### src/rtl/sar_search_controller_pkg.sv
// Shared types and helpers for the successive-approximation search controller.
// Default width matches the team's 4-bit magnitude comparator.
package sar_search_controller_pkg;

  localparam int unsigned SAR_WIDTH = 4;
  localparam logic [SAR_WIDTH-1:0] SAR_MSB_INIT = {1'b1, {(SAR_WIDTH-1){1'b0}}};

  typedef enum logic [1:0] {
    IDLE = 2'd0,
    TEST = 2'd1,
    DONE = 2'd2
  } sar_state_e;

  // A well-formed comparator response has exactly one flag set.
  function automatic logic onehot3(input logic less, input logic equal, input logic greater);
    return ( less & ~equal & ~greater) |
           (~less &  equal & ~greater) |
           (~less & ~equal &  greater);
  endfunction

endpackage

### src/rtl/sar_search_controller.sv
// Successive-approximation search: drives trial values into a magnitude
// comparator and resolves one bit per clock, stopping early on an exact match.
module sar_search_controller
  import sar_search_controller_pkg::*;
#(
  parameter int unsigned WIDTH = SAR_WIDTH
) (
  input  logic             clk,
  input  logic             rst,
  input  logic             start,
  input  logic             less,
  input  logic             equal,
  input  logic             greater,
  output logic [WIDTH-1:0] trial,
  output logic             busy,
  output logic             done,
  output logic [WIDTH-1:0] result,
  output logic             exact,
  output logic             fault
);

  localparam int unsigned IDX_W = (WIDTH > 1) ? $clog2(WIDTH) : 1;
  localparam logic [IDX_W-1:0] TOP_IDX  = IDX_W'(WIDTH - 1);
  localparam logic [WIDTH-1:0] MSB_INIT = {1'b1, {(WIDTH-1){1'b0}}};

  sar_state_e state_q, state_d;

  logic [WIDTH-1:0] trial_q,  trial_d;
  logic [IDX_W-1:0] idx_q,    idx_d;
  logic [WIDTH-1:0] result_q, result_d;
  logic             exact_q,  exact_d;
  logic             fault_q,  fault_d;

  logic             flags_ok;
  logic [WIDTH-1:0] decided;

  assign flags_ok = onehot3(less, equal, greater);

  // State register
  always_ff @(posedge clk) begin
    if (rst) begin
      state_q <= IDLE;
    end else begin
      state_q <= state_d;
    end
  end

  // Next-state logic
  always_comb begin
    state_d = state_q;
    unique case (state_q)
      IDLE: begin
        if (start) begin
          state_d = TEST;
        end
      end
      TEST: begin
        if (!flags_ok || equal || (idx_q == '0)) begin
          state_d = DONE;
        end
      end
      DONE: begin
        state_d = IDLE;
      end
      default: begin
        state_d = IDLE;
      end
    endcase
  end

  // Datapath registers
  always_ff @(posedge clk) begin
    if (rst) begin
      trial_q  <= '0;
      idx_q    <= '0;
      result_q <= '0;
      exact_q  <= 1'b0;
      fault_q  <= 1'b0;
    end else begin
      trial_q  <= trial_d;
      idx_q    <= idx_d;
      result_q <= result_d;
      exact_q  <= exact_d;
      fault_q  <= fault_d;
    end
  end

  // Bit decision: "less" means the trial overshot, so the bit under test is dropped.
  always_comb begin
    decided = trial_q;
    if (less) begin
      decided[idx_q] = 1'b0;
    end
  end

  always_comb begin
    trial_d  = trial_q;
    idx_d    = idx_q;
    result_d = result_q;
    exact_d  = exact_q;
    fault_d  = fault_q;
    unique case (state_q)
      IDLE: begin
        if (start) begin
          trial_d = MSB_INIT;
          idx_d   = TOP_IDX;
          exact_d = 1'b0;
          fault_d = 1'b0;
        end
      end
      TEST: begin
        if (!flags_ok) begin
          fault_d  = 1'b1;
          result_d = trial_q;
          trial_d  = '0;
        end else if (equal) begin
          exact_d  = 1'b1;
          result_d = trial_q;
          trial_d  = '0;
        end else if (idx_q == '0) begin
          result_d = decided;
          trial_d  = '0;
        end else begin
          trial_d                 = decided;
          trial_d[idx_q - 1'b1]   = 1'b1;
          idx_d                   = idx_q - 1'b1;
        end
      end
      DONE: begin
        trial_d = '0;
      end
      default: begin
        trial_d = '0;
      end
    endcase
  end

  // Output decode
  always_comb begin
    busy = (state_q == TEST);
    done = (state_q == DONE);
  end

  assign trial  = trial_q;
  assign result = result_q;
  assign exact  = exact_q;
  assign fault  = fault_q;

endmodule
### config.mk
export PLATFORM = sky130hd
export DESIGN_NAME = sar_search_controller
export DESIGN_NICKNAME = d
export VERILOG_FILES = /design/src/rtl/sar_search_controller_pkg.sv /design/src/rtl/sar_search_controller.sv
export SDC_FILE = /design/constraint.sdc
export NUM_CORES = 1
export LEC_CHECK = 0
export ABC_AREA = 1
export CORE_ASPECT_RATIO = 0.8
export CORE_MARGIN = 1.5
export CORE_UTILIZATION = 40
export DETAILED_ROUTE_END_ITERATION = 7
export GPL_TIMING_DRIVEN = 0
export PLACE_DENSITY_LB_ADDON = 0.3
export SETUP_SLACK_MARGIN = 0.3
export SLEW_MARGIN = 20
export SYNTH_ARGS = -nofsm -noshare
export SYNTH_HDL_FRONTEND = slang
export SYNTH_SLANG_ARGS = --single-unit
export TNS_END_PERCENT = 1
### constraint.sdc
create_clock -name clk -period 1.6 [get_ports clk]
set_input_delay 0.4 -clock clk [delete_from_list [all_inputs] [get_ports clk]]
set_output_delay 0.4 -clock clk [all_outputs]
set_load 0.01 [all_outputs]
## Yosys cells after proc, flatten, opt, wreduce, memory -nomap -nowiden

Cells that the tools add are included.

- Bits of input ports: 6
- Register bits: 14
- Word-level logic and storage cells: 75

- Order comparisons: 4
- Bitwise logic cells: 14
- Multiplexer cells: 27
- $add $sub $neg: 1
- Reductions and logical operators: 13
- Equality and inequality tests: 10

Operator list:

| cell | count |
|---|---|
| two-way mux 4 bit | 8 |
| two-way mux 2 bit | 6 |
| inequality test 2 bit (second input constant) | 5 |
| case mux 2 bit (2 select lines) | 2 |
| case mux 4 bit (2 select lines) | 1 |
| AND 1 bit | 6 |
| less-than comparator 2 x 3 -> 1 bit (second input constant) | 2 |
| two-way mux 1 bit | 6 |
| AND reduction 5 bit | 1 |
| AND 4 bit | 1 |
| demux 1 bit (select 2 bit) | 2 |
| >= comparator 2 x 1 -> 1 bit (second input constant) | 2 |
| logical NOT 2 bit | 2 |
| inequality test 2 x 1 -> 1 bit (second input constant) | 2 |
| inverter 4 bit | 1 |
| bitwise OR 4 bit | 1 |
| case mux 1 bit (2 select lines) | 2 |
| AND reduction 2 bit | 2 |
| AND reduction 4 bit | 1 |
| inequality test 3 x 2 -> 1 bit (second input constant) | 1 |
| inverter 1 bit | 3 |
| AND reduction 3 bit | 1 |
| == test 2 x 1 -> 1 bit (second input constant) | 1 |
| == test 2 bit (second input constant) | 1 |
| other kinds (6) | 9 |

## Logic depth before layout (Yosys ltp)

- Word-level depth: 12
- Gate-level depth with buffers: 10

## Worst setup path before layout

Ideal clock, no wire load.

- Path kind: reg2reg
- Start point: reg idx_q[0]
- End point: reg result_q[0], in the netlist result[0]
- Period minus slack after synthesis: 1.389 ns
- Data arrival time: 1.275 ns
- Path buffers: 0
- Path slack: 0.211 ns
- Stages on the path, launching flop included: 9
- Setup time: 0.113 ns
- Cell sequence: dfxtp_1 > inv_1 > ha_1 > nor2_1 > nand2_4 > nand2_4 > nor2_4 > nand3_1 > nand2_1

- Word-level cells in the longest chain between the ends: 10

RTL lines:

| item | line | RTL |
|---|---|---|
| start: declaration | sar_search_controller.sv:29 | `logic [IDX_W-1:0] idx_q, idx_d;` |
| start signal: assignment | sar_search_controller.sv:81 | `idx_q <= idx_d;` |
| less-than comparator 2 x 3 -> 1 bit (not written as such) or >= comparator 2 x 1 -> 1 bit (tied branches) | sar_search_controller.sv:92 | `decided[idx_q] = 1'b0;` |
| logical AND 1 bit (not written as such) | sar_search_controller.sv:92 |  |
| two-way mux 1 bit (not written as such) | sar_search_controller.sv:92 |  |
| demux 1 bit (select 2 bit) | sar_search_controller.sv:92 |  |
| inverter 4 bit (no line) | -- |  |
| AND 4 bit (no line) | -- |  |
| two-way mux 4 bit | sar_search_controller.sv:91 | `if (less) begin` |
| two-way mux 4 bit | sar_search_controller.sv:120 | `end else if (idx_q == '0) begin` |
| two-way mux 4 bit | sar_search_controller.sv:116 | `end else if (equal) begin` |
| two-way mux 4 bit | sar_search_controller.sv:112 | `if (!flags_ok) begin` |
| end signal: assignment | sar_search_controller.sv:82 | `result_q <= result_d;` |
| end: declaration | sar_search_controller.sv:30 | `logic [WIDTH-1:0] result_q, result_d;` |

Several ways; a longest one is shown, not always the timed one. The select of a mux whose other input is x is not followed.
A chain may end at the register's enable or synchronous reset.

## Final worst setup path

- Start point: reg state_q[1]
- End point: out done

- Word-level cells in the longest chain between the ends: 1

RTL lines:

| item | line | RTL |
|---|---|---|
| start: declaration | sar_search_controller.sv:26 | `sar_state_e state_q, state_d;` |
| start signal: assignment | sar_search_controller.sv:44 | `state_q <= state_d;` |
| == test 2 bit | sar_search_controller.sv:141 | `done = (state_q == DONE);` |
| end: declaration | sar_search_controller.sv:16 | `output logic done,` |

Every way passes these cells.

==> flow_summary_export.csv <==
group,metric,value,unit
global_route,track_usage,18.70,%
route,wirelength,1928,µm
yosys,synth_top_cell_area_share,36.36,%
outcome,status,"finished clean",
route,dr.first_iter.drc_count,21,
critical_path,cp-start-kind,"flip-flop",
sta,hold_viol,0,
power,p_per_area,808.5,nW/µm²
layout,layout.cells.non_filler,147,
sta,maxSlewHeadroom,79.86,%
sta,finalSetupViolCount,0,
yosys,synthCells,104,
placement,dp_hpwl,1403,µm
placement,dp_cells,142,
yosys,synthTopCellsByCount,"24 x nand2_1, 14 x a21oi_1, 14 x dfxtp_1",
layout,fin_nets,136,
clocking,clock_latency,0.29,ns
yosys,ys_types,18,
placement,pre_cts_ws,-0.2698,ns
route,post-route-drc-count,0,
clocking,cts_max_path_buffers,2,
critical_path,cp-end-kind,"output pin",
clocking,h-tree-depth,1,
route,ant_nets,0,
yosys,yosys_warnings,0,
global_route,grt_pass1_vias,684,
layout,layout.area.seq,296.5,µm²
sta,fmax,741.1,MHz
global_route,antenna_found_initial,0,
placement,placed_cell_area,965.9,µm²
sta,worstMarginPinSlew,0.3011,ns
floorplan,initial_core_util,45.13,%
yosys,yosysTopAreaCell,"dfxtp_1",
clocking,cts_buffers,3,
critical_path,critPathKind,"flip-flop to output pin",
yosys,yosysSeqAreaShare,36.36,%
clocking,cts_root_buf,"clkbuf_4",
sta,finalCriticalPeriod,1.349,ns
layout,n_fill_cell,156,
sta,fin_crit_sh,84.34,%
global_route,grt_pass1_wl,2904,µm
critical_path,cp_data_required_time,1.20,ns
sta,worst_slack,0.2506,ns
sta,skew,0.002328,ns
route,first_pass_iters,4,
floorplan,io_pins,18,
yosys,synthArstFlopShare,0,%
yosys,avgSynthCellArea,7.411,µm²
placement,portBuffers,16,
clocking,cts_sinks,14,
global_route,grt_max_degree,11,
flow_run,cap_violations,0,
route,vias,789,
yosys,synth_edf_count,0,
clocking,cts_tree,"yes",
route,routed_via_density,5.367,
critical_path,cp.arrival,0.95,ns
sta,slew_viol_final,0,
yosys,synthMostInstantiatedCell,"nand2_1",
sta,rsz0062_at_grt,"true",
critical_path,crit_fanout,3,
floorplan,fp-row-count,13,
layout,drive_gt1_share,32.00,%
floorplan,die_w,52.08,µm
floorplan,die_h,42.26,µm
clocking,clk_pin_slew_worst_paths,0.09,ns
yosys,synthFlopType,"dfxtp_1",
placement,gp_congestion,0.8684,
yosys,synth_nets,114,
layout,diodes,0,
layout,fin_area,1002,µm²
global_route,overflow,0,
yosys,synth_area_leaders,"dfxtp_1 36%, nand2_1 12%, a21oi_1 9.1%",
power,ir_drop,635.4,µV
yosys,ys_ff_latch,14,
sta,hold_ws,0.4592,ns
route,avgRoutedWirePerCell,13.12,µm
floorplan,die-area,2201,µm²
power,power,0.8103,mW
worst_hold_path,hold_class,"input pin to flip-flop",
floorplan,core,1708,µm²
power,p_leak,0.4893,nW
layout,multi_input_area,446.7,µm²
yosys,netlist_area,770.7,µm²
layout,area.growth.synth_to_final,30.03,%
## registers in the layout, indices dropped and copies added, names as in the netlist
signal and count:
exact 1, result 4, trial 4, state_q 2, fault 1, idx_q 2
## timing repair
action / CTS / global route
setup endpoints to repair: 26 / 26
pin swaps: 1 / 5
gates resized for setup: 11 / 44
buffers inserted: 1 / 0
hold buffers: 0 / 0
cloned: 0 / 0
## cell usage in the layout (no fill, tap or decap), drive strengths merged
master and count:
ha 4, nand3 12, buf 5, nand4 7, o21ai 2, clkdlybuf4s50 2, nand2 28, dfxtp 14
a21oi 14, inv 13, dlymetal6s2s 4, nand3b 1, clkbuf 12, nor2 7
## critical path, cell delays in order, from the launching register on
cell and delay [ns]:
dfxtp_4 0.38, inv_1 0.05, nor2_1 0.09, buf_2 0.14
## area by class of cell
| cell class | count | area share [%] |
|---|---|---|
| Sequential cell | 14 | 29.59 |
| Timing Repair Buffer | 17 | 13.36 |
| Buffer | 2 | 1.248 |
| Tap cell | 22 | 2.747 |
| Inverter | 13 | 4.869 |
| Clock buffer | 4 | 3.620 |
| Multi-Input combinational cell | 75 | 44.57 |
## layer usage
| metal | vias up | share of wire, % | global-route usage, % |
|---|---|---|---|
| met5 | - | 0 | 0 |
| met4 | 0 | 2.9 | 11.05 |
| met3 | 6 | 7.1 | 6.429 |
| met2 | 30 | 46 | 27.85 |
| met1 | 364 | 44 | 22.98 |
| li1 | 389 | - | - |
## path summary, 6_finish.rpt
check / from / end / slack (ns) / cells after the start
setup reg to reg: idx_q[1] / idx_q[1] / 0.34 / 7
hold / removal: equal / exact / 0.46 / 3
hold reg to reg: exact / exact / 0.46 / 2
setup / recovery: state_q[1] / done / 0.25 / 3
## logic make-up (layout without fill, tap and decap cells)
group / count (synthesis) / after routing / synth area share (%)
AO/OA/AOI/OAI: 16 / 16 / 10.39
adder cells (fa/ha/maj): 4 / 4 / 6.494
AND/OR/NAND/NOR: 55 / 55 / 38.96
buffers and inverters: 15 / 36 / 7.793
flip-flops: 14 / 14 / 36.36
## metrics by stage
| step | util [%] | setup TNS (ns) |
|---|---|---|
| after floorplan | - | 0 |
| after global placement | 56.56 | -2.559 |
| after detailed placement | 56.56 | -2.926 |
| after CTS | 58.61 | 0 |
| after global routing | 58.68 | 0 |
| final | 58.68 | 0 |
## power by group
group          internal, mW  switching [mW]
combinational        0.0623           0.104
sequential            0.363          0.0186
clock                 0.139           0.123
total                 0.565           0.246
(Power assumes the default switching activity.)
